## src/rtl/trojan_resp_collector_if.sv

```systemverilog
// trojan_resp_collector_if: vector/response stream from the DUT harness to the collector
interface trojan_resp_collector_if #(parameter int N_IN = 3);
    logic            vec_valid;
    logic [N_IN-1:0] vec_in;
    logic            resp_in;
    modport master (output vec_valid, vec_in, resp_in);
    modport slave  (input  vec_valid, vec_in, resp_in);
endinterface

```

## src/rtl/trojan_resp_collector.sv

```systemverilog
// trojan_resp_collector: captures a truth table from an in-order exhaustive sweep and checks it against GOLDEN
// Optional MISR response signature enabled by defining RESP_MISR_EN; otherwise o_sig_out is 0.
module trojan_resp_collector #(
    parameter int                   N_IN      = 3,
    parameter logic [2**N_IN-1:0]   GOLDEN    = '0,
    parameter int                   SIG_W     = 16,
    parameter logic [SIG_W-1:0]     MISR_POLY = 16'h1021
) (
    input  logic                 i_ck,
    input  logic                 i_reset,
    input  logic                 i_start,
    trojan_resp_collector_if.slave s_if,
    output logic                 o_busy,
    output logic                 o_done,
    output logic                 o_pass,
    output logic [N_IN:0]        o_mism_cnt,
    output logic                 o_fail_valid,
    output logic [N_IN-1:0]      o_first_fail,
    output logic                 o_seq_err,
    output logic [2**N_IN-1:0]   o_resp_map,
    output logic [SIG_W-1:0]     o_sig_out
);
    typedef enum logic [1:0] {IDLE, COLLECT, DONE, ERR} state_t;
    localparam logic [N_IN-1:0] LAST = '1;
    state_t             r_state, w_next;
    logic [N_IN-1:0]    r_exp_idx;
    logic               w_in_col, w_accept, w_bad, w_last, w_mis;
    assign w_in_col = r_state == COLLECT && s_if.vec_valid && !i_start;
    assign w_accept = w_in_col && s_if.vec_in == r_exp_idx;
    assign w_bad    = w_in_col && s_if.vec_in != r_exp_idx;
    assign w_last   = r_exp_idx == LAST;
    assign w_mis    = s_if.resp_in != GOLDEN[r_exp_idx];
    always_comb begin
        w_next = r_state;
        if (i_start)
            w_next = COLLECT;
        else if (w_bad)
            w_next = ERR;
        else if (w_accept && w_last)
            w_next = DONE;
        o_busy = r_state == COLLECT;
        o_done = r_state == DONE;
        o_pass = o_done && o_mism_cnt == '0 && !o_seq_err;
    end
    always_ff @(posedge i_ck) begin
        if (i_reset || i_start) begin
            r_state      <= i_reset ? IDLE : w_next;
            r_exp_idx    <= '0;
            o_mism_cnt   <= '0;
            o_fail_valid <= 1'b0;
            o_first_fail <= '0;
            o_seq_err    <= 1'b0;
            o_resp_map   <= '0;
        end else begin
            r_state <= w_next;
            if (w_accept) begin
                o_resp_map[r_exp_idx] <= s_if.resp_in;
                if (w_mis) begin
                    o_mism_cnt <= o_mism_cnt + 1'b1;
                    if (!o_fail_valid) begin
                        o_first_fail <= r_exp_idx;
                        o_fail_valid <= 1'b1;
                    end
                end
                // hold the index on the final vector so it never wraps
                if (!w_last)
                    r_exp_idx <= r_exp_idx + 1'b1;
            end else if (w_bad) begin
                o_seq_err <= 1'b1;
            end
        end
    end
`ifdef RESP_MISR_EN
    logic [SIG_W-1:0] r_sig;
    always_ff @(posedge i_ck) begin
        if (i_reset || i_start)
            r_sig <= '1;
        else if (w_accept)
            r_sig <= {r_sig[SIG_W-2:0], 1'b0} ^ (r_sig[SIG_W-1] ? MISR_POLY : '0) ^ {{SIG_W-1{1'b0}}, s_if.resp_in};
    end
    assign o_sig_out = r_sig;
`else
    assign o_sig_out = MISR_POLY & '0;
`endif
endmodule

```

## src/flat_wrapper.sv

```systemverilog
// flat-port wrapper written by rule: the top's interface ports become plain ports
module trojan_resp_collector_flat 
#(
    parameter int                   N_IN      = 3,
    parameter logic [2**N_IN-1:0]   GOLDEN    = '0,
    parameter int                   SIG_W     = 16,
    parameter logic [SIG_W-1:0]     MISR_POLY = 16'h1021
)
  (i_ck, i_reset, i_start, o_busy, o_done, o_pass, o_mism_cnt, o_fail_valid, o_first_fail, o_seq_err, o_resp_map, o_sig_out, s_if_vec_valid, s_if_vec_in, s_if_resp_in);
  trojan_resp_collector_if #(.N_IN(N_IN)) s_if_i ();
  input  logic i_ck;
  input  logic i_reset;
  input  logic i_start;
  output logic o_busy;
  output logic o_done;
  output logic o_pass;
  output logic [N_IN:0] o_mism_cnt;
  output logic o_fail_valid;
  output logic [N_IN-1:0] o_first_fail;
  output logic o_seq_err;
  output logic [2**N_IN-1:0] o_resp_map;
  output logic [SIG_W-1:0] o_sig_out;
  input wire logic [$bits(s_if_i.vec_valid)-1:0] s_if_vec_valid;
  input wire logic [$bits(s_if_i.vec_in)-1:0] s_if_vec_in;
  input wire logic [$bits(s_if_i.resp_in)-1:0] s_if_resp_in;
  assign s_if_i.vec_valid = s_if_vec_valid;
  assign s_if_i.vec_in = s_if_vec_in;
  assign s_if_i.resp_in = s_if_resp_in;
  trojan_resp_collector #(.N_IN(N_IN), .GOLDEN(GOLDEN), .SIG_W(SIG_W), .MISR_POLY(MISR_POLY)) u_core (.i_ck(i_ck), .i_reset(i_reset), .i_start(i_start), .s_if(s_if_i), .o_busy(o_busy), .o_done(o_done), .o_pass(o_pass), .o_mism_cnt(o_mism_cnt), .o_fail_valid(o_fail_valid), .o_first_fail(o_first_fail), .o_seq_err(o_seq_err), .o_resp_map(o_resp_map), .o_sig_out(o_sig_out));
endmodule
```

## config.mk

```make
export PLATFORM = sky130hd
export DESIGN_NAME = trojan_resp_collector_flat
export DESIGN_NICKNAME = d
export VERILOG_FILES = /design/src/rtl/trojan_resp_collector_if.sv /design/src/rtl/trojan_resp_collector.sv /design/src/flat_wrapper.sv
export SDC_FILE = /design/constraint.sdc
export NUM_CORES = 1
export LEC_CHECK = 0
export ABC_AREA = 0
export BUFFER_PORTS_ARGS = -buffer_cell sky130_fd_sc_hd__buf_2
export CELL_PAD_IN_SITES_DETAIL_PLACEMENT = 0
export CELL_PAD_IN_SITES_GLOBAL_PLACEMENT = 1
export CORE_MARGIN = 2
export CORE_UTILIZATION = 36
export CTS_CLUSTER_SIZE = 8
export DETAILED_ROUTE_END_ITERATION = 12
export PLACE_DENSITY = 0.9
export SLEW_MARGIN = 0
export SYNTH_ARGS = -nofsm -noshare
export SYNTH_HDL_FRONTEND = slang
export SYNTH_SLANG_ARGS = --single-unit
export TNS_END_PERCENT = 20
```

## constraint.sdc

```tcl
create_clock -name i_ck -period 2.1 [get_ports i_ck]
set_input_delay 0.42 -clock i_ck [delete_from_list [all_inputs] [get_ports i_ck]]
set_output_delay 0.42 -clock i_ck [all_outputs]
set_load 0.02 [all_outputs]
```

* Yosys cells after proc, flatten, opt, wreduce, memory -nomap -nowiden
Memory sizes are Yosys's and may differ from the RTL's. A register that Yosys moved wholly into a read port is not among the register bits. Cells that the tools add are included.
Cells by class: $lt $le $gt $ge 2, div/mod/pow operators 0, muxes and demuxes 11, reductions and logical operators 16, shift-type cells 0, equal/unequal tests 6, bitwise operators 3, multipliers 0, add/subtract/negate cells 2
Operators by type and width (number):
- $mux W2 | 5
- $bwmux W8 | 1
- $logic_and A1 B1 Y1 | 8
- $mux W3 | 2
- $reduce_and A2 Y1 | 3
- $add A4 B1 Y4 const B | 1
- $logic_not A4 Y1 | 1
- $lt A3 B4 Y1 const B | 1
- $add A3 B1 Y3 const B | 1
- $demux W1 S3 | 1
- $eq A3 B3 Y1 | 1
- $eq A3 B3 Y1 const B | 1
- $ge A3 B1 Y1 const B | 1
- $ne A3 B3 Y1 | 1
- $not A1 Y1 | 3
- $reduce_and A3 Y1 | 1
- $eq A2 B1 Y1 const B | 1
- $eq A2 B2 Y1 const B | 1
- $logic_not A1 Y1 | 2
- $mux W1 | 2
- $logic_or A1 B1 Y1 | 1
- $ne A1 B1 Y1 | 1
Word-level totals: logic and storage cells 48, ROM bits 8, flip-flop bits (word level) 22, latch bits 0, memories 1, input bits 8, memory bits (writable) 0
Memory list:
- (name not given) | depth 8, bits a word 1, rd ports 1, clocked after Yosys merged registers in 1, write ports 0, line trojan_resp_collector.sv:32 | assign w_mis = s_if.resp_in != GOLDEN[r_exp_idx];

* Depth between registers and ports, before layout
word-level depth 10, depth in mapped cells 6

* Worst setup path after synthesis
Ideal clock, no wire load.
path type in2reg, from in i_start, to reg u_core.o_resp_map[4], cell stages on the path 5, path buffers 1, arrival time 1.458 ns, setup slack 0.569 ns, required time 2.027 ns, library setup time 0.073 ns, cell sequence and4bb_4 -> nand4_2 -> buf_4 -> nor4b_2 -> mux2i_1
Between the ends: longest elaborated chain between the ends 3
RTL lines:
- from (decl) | line flat_wrapper.sv:13 | input logic i_start;
- $logic_not A1 Y1 | line trojan_resp_collector.sv:28 | assign w_in_col = r_state == COLLECT && s_if.vec_valid && !i_start;
- $logic_and A1 B1 Y1 | line trojan_resp_collector.sv:28
- $logic_and A1 B1 Y1 | line trojan_resp_collector.sv:29 | assign w_accept = w_in_col && s_if.vec_in == r_exp_idx;
- to (signal, indexed assignment) | line trojan_resp_collector.sv:57 | o_resp_map[r_exp_idx] <= s_if.resp_in;
- to (decl) | line trojan_resp_collector.sv:20 | output logic [2**N_IN-1:0] o_resp_map,
Several ways; a longest one is shown, not always the timed one. A chain may end at the register's enable or synchronous reset.

* Worst setup path in the final report
from reg u_core.r_state[1], to reg u_core.o_first_fail[1]
Between the ends: longest elaborated chain between the ends 5
RTL lines:
- from (decl) | line trojan_resp_collector.sv:25 | state_t r_state, w_next;
- from (signal assigned) | line trojan_resp_collector.sv:47 | r_state <= i_reset ? IDLE : w_next;
- from (signal assigned) | line trojan_resp_collector.sv:55 | r_state <= w_next;
- $eq A2 B1 Y1 | line trojan_resp_collector.sv:28
- $logic_and A1 B1 Y1 (2 in a row) | line trojan_resp_collector.sv:28
- $logic_and A1 B1 Y1 | line trojan_resp_collector.sv:29
- $reduce_and A3 Y1 (no line)
- to (signal assigned) | line trojan_resp_collector.sv:61 | o_first_fail <= r_exp_idx;
- to (decl) | line trojan_resp_collector.sv:18 | output logic [N_IN-1:0] o_first_fail,
No other way between the ends.

==> results by group <==
Die
  • Die Span Y: 62.5 um
  • Number of I/O pins: 44
  • Die extent in x: 62.5 um
  • DIE AREA: 0.00391 sq mm
  • Std cell rows: 21
  • Core Area: ~0.0033 sq mm
  • Initial Util: 0.373

Finish
  • # diodes: 0
  • Layout cell share with drive strength beyond 1: 0.267
  • Area Growth Syn to Fin: 12.3%
  • Final #Nets: 174

Drt
  • Detailed-route DRC error count: 0
  • Vias: 950
  • Vias per cell: 4.59
  • Avg WL per Cell: 11.1 um
  • Post-route ant nets: 0
  • First DRT Iteration DRCs: 14
  • Total wire length: 2300 um
  • First drt pass iteration count: 4

Clocking
  • Clock Sinks: 22
  • Total CTS buffers: 3
  • Gates resized, CTS repair: 0
  • CTS tree: yes
  • Worst-Skew Late Latency: around 0.29 ns
  • Postcts setup bufs: 0
  • Worst-path clk slew: 0.11 ns
  • CTS Hold Bufs: 0
  • Root buf cell: clkbuf_4
  • Max H-tree Level: 1
  • Clk buf depth: 2

Logic synthesis
  • Unique masters post-synth: 33
  • Post-Syn Area: 0.00123 sq mm
  • Synth Warn #: 0
  • Area contributors post-synth: dfxtp_1, buf_4, mux2i_1
  • Syn_area_per_cell: 9.14 sq um
  • FF+latch count, synth: 22
  • Post-synth top area share: 0.357
  • Post-synthesis sequential area ratio: 0.357
  • Synth area leader: dfxtp_1
  • Mapped Cells: 135

Power and ir drop
  • Total power: 719 uW
  • Power Dens Cells: 519 mW/mm^2
  • Max VDD drop: 0.291 mV
  • Static Leak: about 0.62 nW

Worst setup path
  • Worst Path Arrival: around 1.9 ns
  • CP required: 2.29 ns
  • CP endpoint kind: flip-flop
  • R2R Setup Slk: 0.35 ns
  • Crit path max fanout: 13
  • Startpoint types: flip-flop
  • Critical path class: reg -> reg

Global routing
  • Global Route Usage Sum: 0.118
  • First-pass GRT wire length: 3810 um
  • Grt ovf: 0
  • Largest net degree at the start of global routing: 18
  • Vias in the first global route: around 870
  • Initial antenna violation count: 0

Place
  • Dpl ws: 0.160 ns
  • Detailed Place HPWL: 1840 um
  • Final GP Congestion: 0.782
  • IO buf count: 27

STA
  • Final Cycle Share: 0.835
  • Tmin final: 1.75 ns
  • Unrepaired setup endpoints after global routing: false
  • Setup violations, final: 0
  • Slew Limit Fails: 0
  • Final hold vios: 0
  • Final setup margin: 0.347 ns
  • Final setup TNS: 0 ns
  • Skew final: 0.00185 ns
  • Fmax: 0.571 GHz

Flow run
  • MaxCap Viol Count: 0

Worst hold path
  • Worst Hold Class: in -> reg

Outcome
  • Status: finished clean
metal layers:
layer	GRT usage	vias to the layer above	wire [um]
li1	-	483	-
met1	0.136	438	1020
met2	0.214	27	1150
met3	0.0234	2	123
met4	0.0472	0	10
met5	0	-	0
worst max-delay path, stage by stage, from the launching register on:
cell and delay, ns:
dfxtp_1 0.34, and4bb_4 0.37, nand4_2 0.28, or3_1 0.50, mux2i_1 0.16
cell usage in the layout, fill, tap and decap left out, drive strengths merged:
master,n
mux2i,13
nor4b,2
and4bb,1
xnor2,3
o31ai,1
conb,16
or4,1
nand4b,2
or2,1
and4b,1
buf,31
or3,2
o21bai,1
a221oi,1
nand4,2
o21ai,4
nor2b,1
clkbuf,4
dfxtp,22
nor3,1
nand2,20
inv,4
nor4,2
and4,1
nor2,8
a21oi,7
ha,4
nand3,5
flip-flops by register name, indices dropped and copies added, names as in the netlist:
signal / cells
u_core.o_resp_map: 8
u_core.o_mism_cnt: 4
u_core.o_first_fail: 3
u_core.r_exp_idx: 3
u_core.r_state: 2
u_core.o_fail_valid: 1
u_core.o_seq_err: 1
synthesized netlist by cell type:
cell type   n
a21oi_1     7
dfxtp_1    22
xnor2_1     1
nand2_1    20
nor4_2      1
o21ai_0     4
nand4b_1    2
nor4b_2     2
clkbuf_1    2
a221oi_1    1
buf_4      19
and4_1      1
nand4_1     1
or4_1       1
buf_2       2
nor2b_1     1
or3_1       2
inv_1       4
buf_1       1
nor4_1      1
or2_2       1
mux2i_1    13
and4bb_4    1
nand3_1     5
o21bai_1    1
nor2_1      8
xnor2_4     2
conb_1      1
o31ai_1     1
nand4_2     1
nor3_1      1
and4b_1     1
ha_1        4
cell families after synthesis:
logic type,Yosys count,share of synthesized area
AND/OR/NAND/NOR,50,0.233
multiplexers,13,0.105
adder cells (fa/ha/maj),4,0.0406
buffers and inverters,28,0.145
AO/OA/AOI/OAI,14,0.0639
flip-flops,22,0.357
XOR/XNOR,3,0.0517
other,1,0.00304
layout make-up:
cell class              count  area [sq um]
repair buffers             31           165
flip-flops and latches     22           440
fillers                   348          1930
inverters                   4          15.0
well taps                  46          57.6
clock buffers               4          36.3
multi-input cells         100           671
worst paths after layout:
path / startpoint / endpoint / cells after the start
setup reg to reg: u_core.r_state[1] / u_core.o_first_fail[1] / 4
setup / recovery: u_core.r_state[1] / u_core.o_first_fail[1] / 4
hold / removal: i_reset / u_core.r_state[0] / 2
hold reg to reg: u_core.o_resp_map[1] / u_core.o_resp_map[1] / 2
through the flow:
| step | utilization | instance area (sq um) | hold WS, ns | std cells |
|---|---|---|---|---|
| 6_report | 0.418 | 1390 | 0.302 | 207 |
| 5_1_grt | 0.418 | 1390 | 0.300 | 207 |
| 4_1_cts | 0.418 | 1390 | 0.294 | 207 |
| 3_5_place_dp | 0.407 | 1350 | 0.444 | 203 |
| 3_3_place_gp | 0.407 | 1350 | 0.444 | 203 |
| 2_1_floorplan | - | 1290 | 0.456 | 150 |
report_power, final:
group / total (mW) / switching (mW) / internal (mW)
registers: 0.422 / 0.00214 / 0.420
clock network: 0.224 / 0.118 / 0.106
logic: 0.0734 / 0.0538 / 0.0196
(Power assumes the default switching activity.)
